<file path="config.mk">
export PLATFORM = sky130hd
export DESIGN_NAME = bpu_es_resolver_flat
export DESIGN_NICKNAME = d
export VERILOG_FILES = /design/src/rtl/bpu_es_resolver_if.sv /design/src/rtl/bpu_es_resolver.sv /design/src/flat_wrapper.sv
export SDC_FILE = /design/constraint.sdc
export NUM_CORES = 1
export LEC_CHECK = 0
export BUFFER_PORTS_ARGS = -buffer_cell sky130_fd_sc_hd__buf_2
export CELL_PAD_IN_SITES_DETAIL_PLACEMENT = 1
export CELL_PAD_IN_SITES_GLOBAL_PLACEMENT = 1
export CORE_MARGIN = 3
export CORE_UTILIZATION = 38
export CTS_CLUSTER_SIZE = 8
export DETAILED_ROUTE_END_ITERATION = 7
export PLACE_DENSITY_LB_ADDON = 0.1
export SKIP_LAST_GASP = 1
export SLEW_MARGIN = 40
export SYNTH_ARGS = -nofsm -noshare
export SYNTH_HDL_FRONTEND = slang
export SYNTH_SLANG_ARGS = --single-unit
</file>
<file path="constraint.sdc">
create_clock -name clk -period 7.6 [get_ports clk]
set_clock_uncertainty 0.05 [all_clocks]
set_input_delay 2.28 -clock clk [delete_from_list [all_inputs] [get_ports clk]]
set_output_delay 2.28 -clock clk [all_outputs]
set_load 0.01 [all_outputs]
</file>
<file path="src/rtl/bpu_es_resolver_if.sv">
// Lane inputs and BPU-facing results of the EXE-stage branch resolver.
// slave is the resolver's view; master is the EXE pipeline / BPU side.
interface bpu_es_resolver_if #(
  parameter int EPOCH_W = 2,
  parameter int CNT_W   = 32
);
  logic               es_stall;

  logic               l1_valid;
  logic [31:0]        l1_pc;
  logic               l1_is_br;
  logic               l1_taken;
  logic [31:0]        l1_target;
  logic [1:0]         l1_jtype;
  logic               l1_excp;
  logic               l1_etrn;
  logic               l1_pred_taken;
  logic [31:0]        l1_pred_target;
  logic [EPOCH_W-1:0] l1_epoch;

  logic               l2_valid;
  logic [31:0]        l2_pc;
  logic               l2_is_br;
  logic               l2_taken;
  logic [31:0]        l2_target;
  logic [1:0]         l2_jtype;
  logic               l2_excp;
  logic               l2_etrn;
  logic               l2_pred_taken;
  logic [31:0]        l2_pred_target;
  logic [EPOCH_W-1:0] l2_epoch;

  logic [71:0]        bpu_es_bus1;
  logic [71:0]        bpu_es_bus2;
  logic               redirect;
  logic [31:0]        redirect_pc;
  logic [EPOCH_W-1:0] cur_epoch;
  logic [CNT_W-1:0]   cnt_branch;
  logic [CNT_W-1:0]   cnt_mispred;

  modport slave (
    input  es_stall,
    input  l1_valid, l1_pc, l1_is_br, l1_taken, l1_target, l1_jtype,
           l1_excp, l1_etrn, l1_pred_taken, l1_pred_target, l1_epoch,
    input  l2_valid, l2_pc, l2_is_br, l2_taken, l2_target, l2_jtype,
           l2_excp, l2_etrn, l2_pred_taken, l2_pred_target, l2_epoch,
    output bpu_es_bus1, bpu_es_bus2, redirect, redirect_pc, cur_epoch,
           cnt_branch, cnt_mispred
  );

  modport master (
    output es_stall,
    output l1_valid, l1_pc, l1_is_br, l1_taken, l1_target, l1_jtype,
           l1_excp, l1_etrn, l1_pred_taken, l1_pred_target, l1_epoch,
    output l2_valid, l2_pc, l2_is_br, l2_taken, l2_target, l2_jtype,
           l2_excp, l2_etrn, l2_pred_taken, l2_pred_target, l2_epoch,
    input  bpu_es_bus1, bpu_es_bus2, redirect, redirect_pc, cur_epoch,
           cnt_branch, cnt_mispred
  );
endinterface

</file>
<file path="src/rtl/bpu_es_resolver.sv">
// EXE-stage branch resolver: checks two lanes against IF predictions, drives
// BPU update words, a single redirect, a flush epoch and saturating counters.
module bpu_es_resolver #(
  parameter int EPOCH_W = 2,
  parameter int CNT_W   = 32
) (
  input  logic               clk,
  input  logic               reset,
  bpu_es_resolver_if.slave   es
);

  function automatic logic [CNT_W-1:0] sat_add(input logic [CNT_W-1:0] a,
                                               input logic [1:0]       inc);
    logic [CNT_W:0] s;
    s = {1'b0, a} + (CNT_W+1)'(inc);
    return s[CNT_W] ? {CNT_W{1'b1}} : s[CNT_W-1:0];
  endfunction

  function automatic logic mispredict(input logic        br,
                                      input logic        taken,
                                      input logic        pred_taken,
                                      input logic [31:0] target,
                                      input logic [31:0] pred_target);
    return br && ((taken != pred_taken) || (taken && (target != pred_target)));
  endfunction

  logic [71:0]        r_bus1_p1;
  logic [71:0]        r_bus2_p1;
  logic               r_redir_vld_p1;
  logic [31:0]        r_redir_pc_p1;
  logic [EPOCH_W-1:0] r_epoch;
  logic [CNT_W-1:0]   r_cnt_branch;
  logic [CNT_W-1:0]   r_cnt_mispred;

  logic        w_live1_p0, w_live2_p0;
  logic        w_br1_p0, w_br2_p0;
  logic        w_mis1_p0, w_mis2_p0;
  logic        w_redir_vld_p0;
  logic [31:0] w_next1_p0, w_next2_p0, w_redir_pc_p0;
  logic [71:0] w_bus1_p0, w_bus2_p0;
  logic [1:0]  w_nbr_p0;

  // ---- stage p0: liveness, resolution, bus word assembly
  assign w_live1_p0 = es.l1_valid && !es.es_stall && (es.l1_epoch == r_epoch);
  assign w_br1_p0   = w_live1_p0 && es.l1_is_br && !es.l1_excp && !es.l1_etrn;
  assign w_mis1_p0  = mispredict(w_br1_p0, es.l1_taken, es.l1_pred_taken,
                                 es.l1_target, es.l1_pred_target);

  // An older-lane mispredict makes lane2 wrong-path: it is squashed outright.
  assign w_live2_p0 = es.l2_valid && !es.es_stall && (es.l2_epoch == r_epoch) && !w_mis1_p0;
  assign w_br2_p0   = w_live2_p0 && es.l2_is_br && !es.l2_excp && !es.l2_etrn;
  assign w_mis2_p0  = mispredict(w_br2_p0, es.l2_taken, es.l2_pred_taken,
                                 es.l2_target, es.l2_pred_target);

  assign w_next1_p0 = es.l1_taken ? es.l1_target : es.l1_pc + 32'd4;
  assign w_next2_p0 = es.l2_taken ? es.l2_target : es.l2_pc + 32'd4;

  assign w_redir_vld_p0 = w_mis1_p0 || w_mis2_p0;
  assign w_redir_pc_p0  = w_mis1_p0 ? w_next1_p0 : w_next2_p0;
  assign w_nbr_p0       = {1'b0, w_br1_p0} + {1'b0, w_br2_p0};

  assign w_bus1_p0 = w_live1_p0 ?
      {w_mis1_p0, es.l1_excp, es.l1_etrn, es.l1_pc, es.l1_is_br, es.l1_taken,
       w_mis1_p0, es.l1_target, es.l1_jtype} : 72'd0;
  assign w_bus2_p0 = w_live2_p0 ?
      {w_mis2_p0, es.l2_excp, es.l2_etrn, es.l2_pc, es.l2_is_br, es.l2_taken,
       w_mis2_p0, es.l2_target, es.l2_jtype} : 72'd0;

  // ---- stage p1: registered outputs and architectural state
  always_ff @(posedge clk) begin
    if (reset) begin
      r_bus1_p1      <= 72'd0;
      r_bus2_p1      <= 72'd0;
      r_redir_vld_p1 <= 1'b0;
      r_redir_pc_p1  <= 32'd0;
      r_epoch        <= '0;
      r_cnt_branch   <= '0;
      r_cnt_mispred  <= '0;
    end else begin
      r_bus1_p1      <= w_bus1_p0;
      r_bus2_p1      <= w_bus2_p0;
      r_redir_vld_p1 <= w_redir_vld_p0;
      r_cnt_branch   <= sat_add(r_cnt_branch, w_nbr_p0);
      r_cnt_mispred  <= sat_add(r_cnt_mispred, {1'b0, w_redir_vld_p0});
      if (w_redir_vld_p0) begin
        r_redir_pc_p1 <= w_redir_pc_p0;
        r_epoch       <= r_epoch + EPOCH_W'(1);
      end
    end
  end

  assign es.bpu_es_bus1 = r_bus1_p1;
  assign es.bpu_es_bus2 = r_bus2_p1;
  assign es.redirect    = r_redir_vld_p1;
  assign es.redirect_pc = r_redir_pc_p1;
  assign es.cur_epoch   = r_epoch;
  assign es.cnt_branch  = r_cnt_branch;
  assign es.cnt_mispred = r_cnt_mispred;

endmodule

</file>
<file path="src/flat_wrapper.sv">
// flat-port wrapper written by rule: the top's interface ports become plain ports
module bpu_es_resolver_flat 
#(
  parameter int EPOCH_W = 2,
  parameter int CNT_W   = 32
)
  (clk, reset, es_es_stall, es_l1_valid, es_l1_pc, es_l1_is_br, es_l1_taken, es_l1_target, es_l1_jtype, es_l1_excp, es_l1_etrn, es_l1_pred_taken, es_l1_pred_target, es_l1_epoch, es_l2_valid, es_l2_pc, es_l2_is_br, es_l2_taken, es_l2_target, es_l2_jtype, es_l2_excp, es_l2_etrn, es_l2_pred_taken, es_l2_pred_target, es_l2_epoch, es_bpu_es_bus1, es_bpu_es_bus2, es_redirect, es_redirect_pc, es_cur_epoch, es_cnt_branch, es_cnt_mispred);
  bpu_es_resolver_if #(.EPOCH_W(EPOCH_W), .CNT_W(CNT_W)) es_i ();
  input  logic clk;
  input  logic reset;
  input wire logic [$bits(es_i.es_stall)-1:0] es_es_stall;
  input wire logic [$bits(es_i.l1_valid)-1:0] es_l1_valid;
  input wire logic [$bits(es_i.l1_pc)-1:0] es_l1_pc;
  input wire logic [$bits(es_i.l1_is_br)-1:0] es_l1_is_br;
  input wire logic [$bits(es_i.l1_taken)-1:0] es_l1_taken;
  input wire logic [$bits(es_i.l1_target)-1:0] es_l1_target;
  input wire logic [$bits(es_i.l1_jtype)-1:0] es_l1_jtype;
  input wire logic [$bits(es_i.l1_excp)-1:0] es_l1_excp;
  input wire logic [$bits(es_i.l1_etrn)-1:0] es_l1_etrn;
  input wire logic [$bits(es_i.l1_pred_taken)-1:0] es_l1_pred_taken;
  input wire logic [$bits(es_i.l1_pred_target)-1:0] es_l1_pred_target;
  input wire logic [$bits(es_i.l1_epoch)-1:0] es_l1_epoch;
  input wire logic [$bits(es_i.l2_valid)-1:0] es_l2_valid;
  input wire logic [$bits(es_i.l2_pc)-1:0] es_l2_pc;
  input wire logic [$bits(es_i.l2_is_br)-1:0] es_l2_is_br;
  input wire logic [$bits(es_i.l2_taken)-1:0] es_l2_taken;
  input wire logic [$bits(es_i.l2_target)-1:0] es_l2_target;
  input wire logic [$bits(es_i.l2_jtype)-1:0] es_l2_jtype;
  input wire logic [$bits(es_i.l2_excp)-1:0] es_l2_excp;
  input wire logic [$bits(es_i.l2_etrn)-1:0] es_l2_etrn;
  input wire logic [$bits(es_i.l2_pred_taken)-1:0] es_l2_pred_taken;
  input wire logic [$bits(es_i.l2_pred_target)-1:0] es_l2_pred_target;
  input wire logic [$bits(es_i.l2_epoch)-1:0] es_l2_epoch;
  output wire logic [$bits(es_i.bpu_es_bus1)-1:0] es_bpu_es_bus1;
  output wire logic [$bits(es_i.bpu_es_bus2)-1:0] es_bpu_es_bus2;
  output wire logic [$bits(es_i.redirect)-1:0] es_redirect;
  output wire logic [$bits(es_i.redirect_pc)-1:0] es_redirect_pc;
  output wire logic [$bits(es_i.cur_epoch)-1:0] es_cur_epoch;
  output wire logic [$bits(es_i.cnt_branch)-1:0] es_cnt_branch;
  output wire logic [$bits(es_i.cnt_mispred)-1:0] es_cnt_mispred;
  assign es_i.es_stall = es_es_stall;
  assign es_i.l1_valid = es_l1_valid;
  assign es_i.l1_pc = es_l1_pc;
  assign es_i.l1_is_br = es_l1_is_br;
  assign es_i.l1_taken = es_l1_taken;
  assign es_i.l1_target = es_l1_target;
  assign es_i.l1_jtype = es_l1_jtype;
  assign es_i.l1_excp = es_l1_excp;
  assign es_i.l1_etrn = es_l1_etrn;
  assign es_i.l1_pred_taken = es_l1_pred_taken;
  assign es_i.l1_pred_target = es_l1_pred_target;
  assign es_i.l1_epoch = es_l1_epoch;
  assign es_i.l2_valid = es_l2_valid;
  assign es_i.l2_pc = es_l2_pc;
  assign es_i.l2_is_br = es_l2_is_br;
  assign es_i.l2_taken = es_l2_taken;
  assign es_i.l2_target = es_l2_target;
  assign es_i.l2_jtype = es_l2_jtype;
  assign es_i.l2_excp = es_l2_excp;
  assign es_i.l2_etrn = es_l2_etrn;
  assign es_i.l2_pred_taken = es_l2_pred_taken;
  assign es_i.l2_pred_target = es_l2_pred_target;
  assign es_i.l2_epoch = es_l2_epoch;
  assign es_bpu_es_bus1 = es_i.bpu_es_bus1;
  assign es_bpu_es_bus2 = es_i.bpu_es_bus2;
  assign es_redirect = es_i.redirect;
  assign es_redirect_pc = es_i.redirect_pc;
  assign es_cur_epoch = es_i.cur_epoch;
  assign es_cnt_branch = es_i.cnt_branch;
  assign es_cnt_mispred = es_i.cnt_mispred;
  bpu_es_resolver #(.EPOCH_W(EPOCH_W), .CNT_W(CNT_W)) u_core (.clk(clk), .reset(reset), .es(es_i));
endmodule
</file>
==> metrics.yaml, run 1 <==
tightest_slew_ns: 0.803
powerDensity_nw_per_um2: 202
grt_antenna_before_repair: 7
port_buffers: 457
remaining_drc_errors: 0
period_share_pct: 81.0
p_switching_mw: 0.723
drt-initial-drc-count: 516
path_delay_family: "simple AND/OR/NAND/NOR gates"
worst_path_most_repeated_cell: "nand2_1"
finalInstanceArea_um2: 14800
die-width_um: 177
ys_types: 63
async_reset_ff_share_pct: 0
min_path_type: "register to register"
seqPwrFrac_pct: 42.7
critPathMaxStageDelay_ns: 0.71
setup_slack_ns: 1.45
dp_hpwl_um: 35100
grt_max_degree: 98
clock_path_buffers: 3
critPathLaunchType: "input pin"
required_ns: 7.97
rows: 62
path_buf_inv: 2
rr_endpoint: "u_core.es.cnt_mispred[0]$_SDFF_PP0_"
outcome: "finished, final reports clean"
cts_made_buffers: 36
regArea_um2: 4820
hold_buffers: 0
synth_edf_count: 0
syn_to_final_growth_pct: 32.7
r2r_slack_ns: 3.12
avgViaCountPerCell: 5.27
fin_crit_ns: 6.15
whs_ns: 0.467
clkTransAtPathRegs_ns: 0.05
combPwrFrac_pct: 9.1
crit_chain: "buf_2, nor3b_1, nand4_1, o21bai_1, a31o_2, nand2_1, ha_1, nand2_1, or4_1, nor4_4, nand3_1, buf_4, a21oi_1"
holdPathEnd: "u_core.es.cnt_branch[23]$_SDFF_PP0_"
cts_root_buf: "clkbuf_16"
detail_route.wl_per_cell_um: 21.6
clk_latency_ns: 0.50
timing.setup.tns_ns: 0
slew_violations: 0
die_y_um: 177
r2r_cells: 12
fin_nets: 1897
cts_setup_buffers: 0
grt_pass1_wl_um: 65500
drive_gt1_share_pct: 32.2
finalHoldViolCount: 0
syn-cell-area_um2: 11200
grt_use_total_pct: 27.0
cts.htree.levels: 2
rsz0062_at_grt: "no"
setup_viol: 0
fmax_mhz: 162
nFillCells: 3546
die-area_um2: 31500
slew_headroom_pct: 46.5
post_dp_cell_area_um2: 13800
cts_resized: 0
vdd_drop_max_uv: 258
ys.flop_type: "dfxtp_1"
power.share.switching_pct: 24.2
pre_cts_ws_ns: 1.02
power_frac_clock_pct: 48.2
power_mw: 2.99
critPathCaptureType: "register"
cap_viol_max_count: 0
initial_core_util_pct: 38.7
final_cell_mix: "456 x buf_2, 241 x dfxtp_1, 137 x and2_1, 82 x xnor2_1, 70 x nor2_1"
leakage_nw: 6.54
synth_cells: 1232
syn_area_per_cell_um2: 9.06
core_um2: 28900
grt_pass1_vias: 10871
cp_max_fo: 16
vias: 10903
clock_sinks: 241
p_int_mw: 2.27
grt_overflow_total: 0
firstDrtPassIters: 4
min_path_cells: 1
rr_startpoint: "u_core.es.cur_epoch[0]$_SDFFE_PP0N_"
syn_nets: 1453
io_pins: 458
worstHoldStart: "u_core.es.cnt_branch[23]$_SDFF_PP0_"
ys_warn_count: 0
ys_seq_area_share_pct: 43.2
final_common_cell: "buf_2"
crit_type: "input pin to register"
tritoncts: "yes"
antenna_left: 0
yosys_register_bits: 241
multi_input_area_um2: 6020
gp_congestion: 0.866
arrival_ns: 6.52
wl_um: 44700
cp_slowest_cell: "or4_1"
[Yosys cell counts, drive strengths merged (26+ instances only)]
| library cell | number | area [µm²] |
|---|---|---|
| nor2 | 71 | 267 |
| clkbuf | 51 | 191 |
| nand3 | 53 | 270 |
| nand4 | 50 | 319 |
| a211oi | 35 | 268 |
| xnor2 | 83 | 734 |
| a21oi | 63 | 315 |
| o21ai | 30 | 150 |
| xor2 | 66 | 578 |
| nor3 | 35 | 180 |
| and2 | 137 | 857 |
| dfxtp | 241 | 4820 |
| mux2i | 34 | 340 |
| nand2 | 61 | 229 |
| inv | 26 | 97.6 |
[layer usage]
metal / share of wire (%) / GRT usage (%) / wire, µm / vias up
met4: 2.7 / 8.25 / 1220 / 4
met5: 0.060 / 0 / 27 / -
li1: - / - / - / 5232
met1: 43 / 33.9 / 19100 / 5220
met3: 6.4 / 5.58 / 2880 / 70
met2: 48 / 46.7 / 21400 / 377
[kinds of logic after synthesis]
kind of cell | share of synthesized area (%)
muxes | 3.65
adders and majority gates | 0.740
AOI/OAI and AO/OA | 10.9
DFF | 43.2
xor gates and xnor gates | 11.8
buffers and inverters | 3.30
and+or+nand+nor | 26.4
[metrics by stage]
| stage | instances | utilization (%) |
|---|---|---|
| after floorplan | 1232 | - |
| after global placement | 2020 | 47.7 |
| after detailed placement | 2022 | 47.9 |
| after CTS | 2063 | 51.3 |
| after global routing | 2068 | 51.3 |
| final | 2068 | 51.3 |
[registers in the layout, summed over array words and instances (netlist names)]
name                   cells
u_core.es.cnt_branch      32
u_core.es.redirect_pc     32
u_core.es.cnt_mispred     32
u_core.es.redirect         1
u_core.es.cur_epoch        2
u_core.es.bpu_es_bus1     71
u_core.es.bpu_es_bus2     71
[how the worst max path moves through the flow]
stage	from	end	slack, ns	cells after the start
6_report	es_l2_excp	u_core.es.cnt_mispred[0]$_SDFF_PP0_	1.45	13
4_1_cts	es_l2_excp	u_core.es.cnt_mispred[0]$_SDFF_PP0_	1.50	13
2_1_floorplan	es_l1_pred_target[27]	u_core.es.cnt_branch[4]$_SDFF_PP0_	1.91	13
3_3_place_gp	es_l2_excp	u_core.es.cnt_mispred[0]$_SDFF_PP0_	1.14	13
5_1_grt	es_l2_excp	u_core.es.cnt_mispred[23]$_SDFF_PP0_	1.17	13
3_5_place_dp	es_l2_excp	u_core.es.cnt_mispred[0]$_SDFF_PP0_	1.02	13
[final cells by class]
class	count	share of cell area, %
repair buffers	469	16.2
clock inverters	4	0.355
multi-input cells	902	40.6
clock buffers	37	6.25
flip-flops and latches	241	32.6
diodes	5	0.0845
well taps	384	3.24
inverters	26	0.659
[power groups by stage]
stage / combinational [mW] / clock [mW] / sequential [mW]
global route: 0.294 / 1.53 / 1.28
CTS: 0.271 / 1.47 / 1.28
finish: 0.272 / 1.44 / 1.28
detailed placement: 0.269 / 0 / 1.30
global placement: 0.266 / 0 / 1.30
floorplan: 0.111 / 0 / 1.31
No activity file was read; power rests on OpenSTA's default activity.
==> run 2: changes to the inputs <==
- CORE_UTILIZATION: 38 -> 32
- clock period: 7.6 -> 5.1 ns (I/O delays scaled with it)
==> run 2 against run 1 <==
  * Sequential power increased by 49%
  * Critical path type unchanged
  * Critical path depth increased by 2
  * Flip-flop and latch count unchanged
  * Die area increased by 18%
  * Via count increased by 0.32%
  * Largest cell class unchanged
  * Global-route usage decreased by 2.9 points
  * First-iteration DRC count increased by 15%
==> metrics.yaml, run 2 (synthesized netlist as in run 1, its figures left out) <==
critPathLaunchType: "input pin"
cap_viol_max_count: 0  # unchanged
pre_cts_ws_ns: 0.0371  # -0.985 ns
worstHoldStart: "u_core.es.cnt_branch[23]$_SDFF_PP0_"
drt-initial-drc-count: 591  # +15%
dp_hpwl_um: 37000  # +5.6%
power_frac_clock_pct: 47.8  # -0.4 points
clock_path_buffers: 3  # unchanged
grt_pass1_vias: 11051  # +1.7%
grt_pass1_wl_um: 68200  # +4.1%
avgViaCountPerCell: 5.08  # -3.7%
die_y_um: 193  # +8.7%
tightest_slew_ns: 0.814  # +0.0106 ns
fmax_mhz: 222
antenna_left: 0  # unchanged
rr_startpoint: "u_core.es.cur_epoch[0]$_SDFFE_PP0N_"
cts_root_buf: "clkbuf_16"
dp_cells: 2108  # +4.3%
p_switching_mw: 1.09  # +50%
cts_made_buffers: 36  # unchanged
io_pins: 458  # unchanged
rows: 67  # +8.1%
arrival_ns: 4.88  # -1.64 ns
syn_to_final_growth_pct: 34.7
combPwrFrac_pct: 9.2  # about the same
final_common_cell: "buf_2"
power.share.switching_pct: 24.5  # +0.30 points
grt_use_total_pct: 24.2  # -2.9 points
rsz0062_at_grt: "no"
cp_max_fo: 13  # -3
vias: 10938  # +0.32%
setup_viol: 0  # unchanged
fin_nets: 1919  # +1.2%
tritoncts: "yes"
seqPwrFrac_pct: 42.9  # +0.2 points
detail_route.wl_per_cell_um: 21.7  # +0.30%
hold_buffers: 0  # unchanged
r2r_slack_ns: 1.48  # -1.64 ns
required_ns: 5.47  # -2.50 ns
grt_max_degree: 71  # -28%
finalHoldViolCount: 0  # unchanged
firstDrtPassIters: 5  # +1
stdcell_count: 2154  # +4.2%
fin_crit_ns: 4.50
die-width_um: 193  # +8.7%
crit_type: "input pin to register"
initial_core_util_pct: 32.9  # -5.8 points
powerDensity_nw_per_um2: 295  # +46%
startpoint: "es_l1_target[27]"
min_path_cells: 1  # unchanged
regArea_um2: 4820  # unchanged
gp_congestion: 0.794  # -8.3%
remaining_drc_errors: 0  # unchanged
nFillCells: 4160  # +17%
multi_input_area_um2: 6010  # -0.10%
p_int_mw: 3.35  # +48%
rr_endpoint: "u_core.es.cnt_mispred[0]$_SDFF_PP0_"
critPathCaptureType: "register"
outcome: "finished, final reports clean"
holdPathEnd: "u_core.es.cnt_branch[23]$_SDFF_PP0_"
final_core_util_pct: 44.3  # -7.1 points
port_buffers: 457  # unchanged
slew_violations: 0  # unchanged
period_share_pct: 88.3
r2r_cells: 13  # +1
wl_um: 46700  # +4.5%
cts.htree.levels: 2  # unchanged
leakage_nw: 6.64  # +1.6%
grt_overflow_total: 0  # unchanged
whs_ns: 0.476  # +0.00900 ns
die-area_um2: 37200  # +18%
clk_latency_ns: 0.51  # about the same
final_cell_mix: "456 x buf_2, 241 x dfxtp_1, 137 x and2_1, 82 x xnor2_1, 70 x nor2_1"
drive_gt1_share_pct: 32.9  # +0.78 points
cts_setup_buffers: 0  # unchanged
cts_resized: 0  # unchanged
timing.setup.tns_ns: 0  # unchanged
core_um2: 34000  # +18%
min_path_type: "register to register"
clkTransAtPathRegs_ns: 0.05  # about the same
vdd_drop_max_uv: 198  # -23%
setup_slack_ns: 0.597  # -0.849 ns
clock_sinks: 241  # unchanged
grt_antenna_before_repair: 5  # -2
slew_headroom_pct: 45.8  # -0.71 points
==> run 2: cell types whose count changed in the layout (fill, tap and decap cells not counted), moves of 2 or more <==
cell,previous run,this run
buf_4,10,34
buf_8,2,0
clkbuf_1,0,2
diode_2,5,3
nor4_1,21,23
nor4_2,3,1
==> run 2: worst max-delay path: stages <==
cell	delay (ns)
buf_2	0.12
xor2_1	0.21
nor4_1	0.34
buf_4	0.17
nand4_1	0.10
o41ai_2	0.43
nor2b_1	0.23
fa_1	0.20
ha_1	0.16
and2_1	0.15
nand4_1	0.16
nor4_2	0.30
nand3_1	0.32
buf_4	0.29
a21oi_1	0.14
==> run 2: how the worst max path moves through the flow <==
stage / endpoint / cells past startpoint / slack (ns)
final: u_core.es.cnt_branch[13]$_SDFF_PP0_ / 15 / 0.60
after global routing: u_core.es.cnt_branch[15]$_SDFF_PP0_ / 14 / 0.26
after CTS: u_core.es.cnt_mispred[23]$_SDFF_PP0_ / 13 / 0.57
after global placement: u_core.es.cnt_branch[31]$_SDFF_PP0_ / 15 / 0.14
after detailed placement: u_core.es.cnt_mispred[7]$_SDFF_PP0_ / 13 / 0.04
after floorplan: u_core.es.cnt_branch[4]$_SDFF_PP0_ / 13 / 0.16
==> run 2: metrics by stage <==
stage | cell area [µm²] | power [mW]
floorplan | 11200 | 2.11
global placement | 14100 | 2.35
detailed placement | 14100 | 2.35
CTS | 15000 | 4.50
global route | 15000 | 4.62
finish | 15000 | 4.44
==> run 2: power by group through the flow <==
stage                     clock network (mW)  logic (mW)  registers, mW
final                                   2.12       0.410           1.91
after floorplan                            0       0.165           1.95
after detailed placement                   0       0.410           1.94
after global placement                     0       0.406           1.94
after CTS                               2.19       0.412           1.90
after global routing                    2.27       0.446           1.90
==> run 2: area by class of cell <==
| type | instances | area share, % |
|---|---|---|
| multi-input combinational | 902 | 40.0 |
| antenna | 3 | 0.0499 |
| inverter | 26 | 0.649 |
| clock inverter | 3 | 0.150 |
| sequential | 241 | 32.1 |
| timing repair buffer | 491 | 17.0 |
| tap | 448 | 3.73 |
| clock buffer | 40 | 6.30 |
==> run 2: per-layer routing <==
metal,share of wire (%),vias up,GRT usage (%),routed length (µm)
li1,-,5264,-,-
met1,43,5212,30.7,19900
met2,48,391,41.7,22300
met3,7.5,67,5.45,3510
met4,2.2,4,5.77,1020
met5,0.034,-,0,16
==> run 3: changes to the inputs <==
- ABC_AREA: unset -> 1
- CORE_UTILIZATION: 32 -> 31
==> run 3 against run 2 <==
  * Die area grew 14%
  * Largest power group unchanged
  * Highest routed layer unchanged
  * Flip-flop and latch count is the same
  * Worst setup slack gained 0.14 ns
  * Clock power is essentially flat
  * Critical path type unchanged
  * Count of clock-buffer cells in the layout is the same
==> metrics.yaml, run 3 <==
yosys-top-cells-area: "dfxtp_1 39%, nand2_1 12%, nor2_1 11%, inv_1 8.9%, o21ai_0 4.1%"
use_met3_pct: 5.35  # -0.10 points
drive_gt1_share_pct: 23.6  # -9.4 points
cts_root_buf: "clkbuf_16"
cp_max_fo: 20  # +7
grt_pass1_wl_um: 81100  # +19%
crit_chain: "buf_2, xnor2_1, nand2_1, nor2_1, nand2_1, nor2_1, nand3_1, nand2_2, and3_1, fa_1, ha_1, nand2_1, nor2_1, nand4_2, nor2_2, nand2_2, nor2_1, nand2_1, nor2_1, buf_4, inv_1, nand2_1, o21ai_1, inv_1"
die_y_um: 206  # +6.7%
use_met1_pct: 30.6  # -0.088 points
clkTransAtPathRegs_ns: 0.05  # about the same
grt_pass1_vias: 14050  # +27%
finalHoldViolCount: 0  # unchanged
grt_busiest_layer: "met2"
netlist.area_leader.share_pct: 39.1  # -4.2 points
grt_overflow_total: 0  # unchanged
grtUsageMet2_pct: 43.5  # +1.8 points
clock_path_buffers: 3  # unchanged
antenna_left: 0  # unchanged
vias: 13427  # +23%
ys.flop_type: "dfxtp_1"
rsz0062_at_grt: "no"
gp_congestion: 0.921  # +16%
cts_made_buffers: 36  # unchanged
ys_types: 44  # -30%
fin_crit_ns: 4.37  # -0.136 ns
min_path_type: "register to register"
syn-cell-area_um2: 12400  # +11%
avgViaCountPerCell: 4.68  # -7.9%
synthTopCellsByCount: "401 x nand2_1, 376 x nor2_1, 292 x inv_1, 241 x dfxtp_1, 100 x o21ai_0"
fin_nets: 2559  # +33%
period_share_pct: 85.6  # -2.7 points
synth_edf_count: 0  # unchanged
rows: 72  # +7.5%
tightest_slew_ns: 0.670  # -0.144 ns
cp_slowest_cell: "xnor2_1"
grt_antenna_before_repair: 14  # +9
arrival_ns: 4.80  # -0.08 ns
ys_warn_count: 0  # unchanged
clk_latency_ns: 0.54  # +0.03 ns
synth_most_common_cell: "nand2_1"
syn_nets: 2099  # +44%
synth_largest_area_cell: "dfxtp_1"
required_ns: 5.54  # +0.07 ns
drt-initial-drc-count: 554  # -6.3%
post_dp_cell_area_um2: 15200  # +8.4%
wl_um: 54700  # +17%
cts.htree.levels: 2  # unchanged
dp_hpwl_um: 44300  # +20%
die-area_um2: 42300  # +14%
final_cell_mix: "457 x buf_2, 401 x nand2_1, 376 x nor2_1, 292 x inv_1, 241 x dfxtp_1"
cts_resized: 0  # unchanged
clock_sinks: 241  # unchanged
setup_viol: 0  # unchanged
remaining_drc_errors: 0  # unchanged
critPathLaunchType: "input pin"
synth_cells: 1878  # +52%
final_common_cell: "buf_2"
whs_ns: 0.427  # -0.0487 ns
grt_max_degree: 49  # -31%
ys_seq_area_share_pct: 39.1  # -4.2 points
die-width_um: 206  # +6.7%
slew_headroom_pct: 55.3  # +9.6 points
powerDensity_nw_per_um2: 280  # -5.3%
initial_core_util_pct: 31.7  # -1.2 points
core_um2: 39000  # +15%
detail_route.wl_per_cell_um: 19.0  # -12%
outcome: "finished, final reports clean"
crit_type: "input pin to register"
io_pins: 458  # unchanged
finalInstanceArea_um2: 16200  # +8.0%
path_delay_family: "simple AND/OR/NAND/NOR gates"
worstHoldStart: "u_core.es.redirect_pc[22]$_SDFFE_PP0N_"
vdd_drop_max_uv: 261  # +31%
fmax_mhz: 229  # +3.1%
path_buf_inv: 4  # +1
critPathMaxStageDelay_ns: 0.36  # -0.07 ns
yosys_register_bits: 241  # unchanged
syn_to_final_growth_pct: 31.4
cts_setup_buffers: 0  # unchanged
rr_startpoint: "u_core.es.cur_epoch[0]$_SDFFE_PP0N_"
port_buffers: 457  # unchanged
final_core_util_pct: 41.6  # -2.7 points
grt_use_total_pct: 25.2  # +1.0 points
syn_area_per_cell_um2: 6.58  # -27%
async_reset_ff_share_pct: 0  # unchanged
timing.setup.tns_ns: 0  # unchanged
cap_viol_max_count: 0  # unchanged
hold_buffers: 0  # unchanged
firstDrtPassIters: 5  # unchanged
startpoint: "es_l1_pred_target[30]"
leakage_nw: 8.93  # +34%
critPathCaptureType: "register"
slew_violations: 0  # unchanged
tritoncts: "yes"
==> run 3: layout make-up <==
cell class | count | area [µm²]
diodes | 11 | 27.5
clock buffers | 40 | 947
clock inverters | 3 | 22.5
fillers | 5186 | 22800
inverters | 298 | 1120
multi-input cells | 1281 | 6160
flip-flops and latches | 241 | 4820
well taps | 518 | 648
repair buffers | 480 | 2480
==> run 3: layer usage <==
metal | share of wire, % | wire length (µm)
met4 | 3.1 | 1700
met2 | 49 | 26800
met3 | 5.7 | 3120
met1 | 42 | 23000
met5 | 0.13 | 73
==> run 3: final timing paths <==
path	end	slack (ns)	cells past startpoint
worst max-delay path	u_core.es.cnt_branch[30]$_SDFF_PP0_	0.73	24
worst min-delay path	u_core.es.redirect_pc[22]$_SDFFE_PP0N_	0.43	2
worst max register to register	u_core.es.cnt_branch[30]$_SDFF_PP0_	1.55	23
worst min register to register	u_core.es.redirect_pc[22]$_SDFFE_PP0N_	0.43	2
==> run 3: logic make-up after synthesis <==
kind of cell / after synthesis / synth area share [%]
and+or+nand+nor: 1013 / 34.9
buffers and inverters: 356 / 11.3
DFF: 241 / 39.1
AOI/OAI and AO/OA: 172 / 7.72
xor gates and xnor gates: 88 / 6.24
adders and majority gates: 6 / 0.668
muxes: 2 / 0.162
==> run 3: worst reg2reg max path, delay by kind of cell, from the launching register on <==
family | cells | cell delay [ns]
simple gates | 14 | 1.70
buf+inv | 4 | 0.48
flops | 1 | 0.43
fa+ha+maj | 2 | 0.41
xor+xnor | 1 | 0.24
compound gates | 2 | 0.17
==> run 3: stage by stage <==
step | total power, mW | std cells | setup WS [ns]
2_1_floorplan | 2.17 | 1878 | 0.807
3_3_place_gp | 2.42 | 2818 | 0.231
3_5_place_dp | 2.43 | 2818 | 0.175
4_1_cts | 4.63 | 2861 | 0.744
5_1_grt | 4.75 | 2870 | 0.262
6_report | 4.54 | 2872 | 0.733
==> run 3: power breakdown <==
group          switching [mW]  internal (mW)
clock network           0.859           1.30
registers             0.00570           1.90
logic                   0.310          0.167
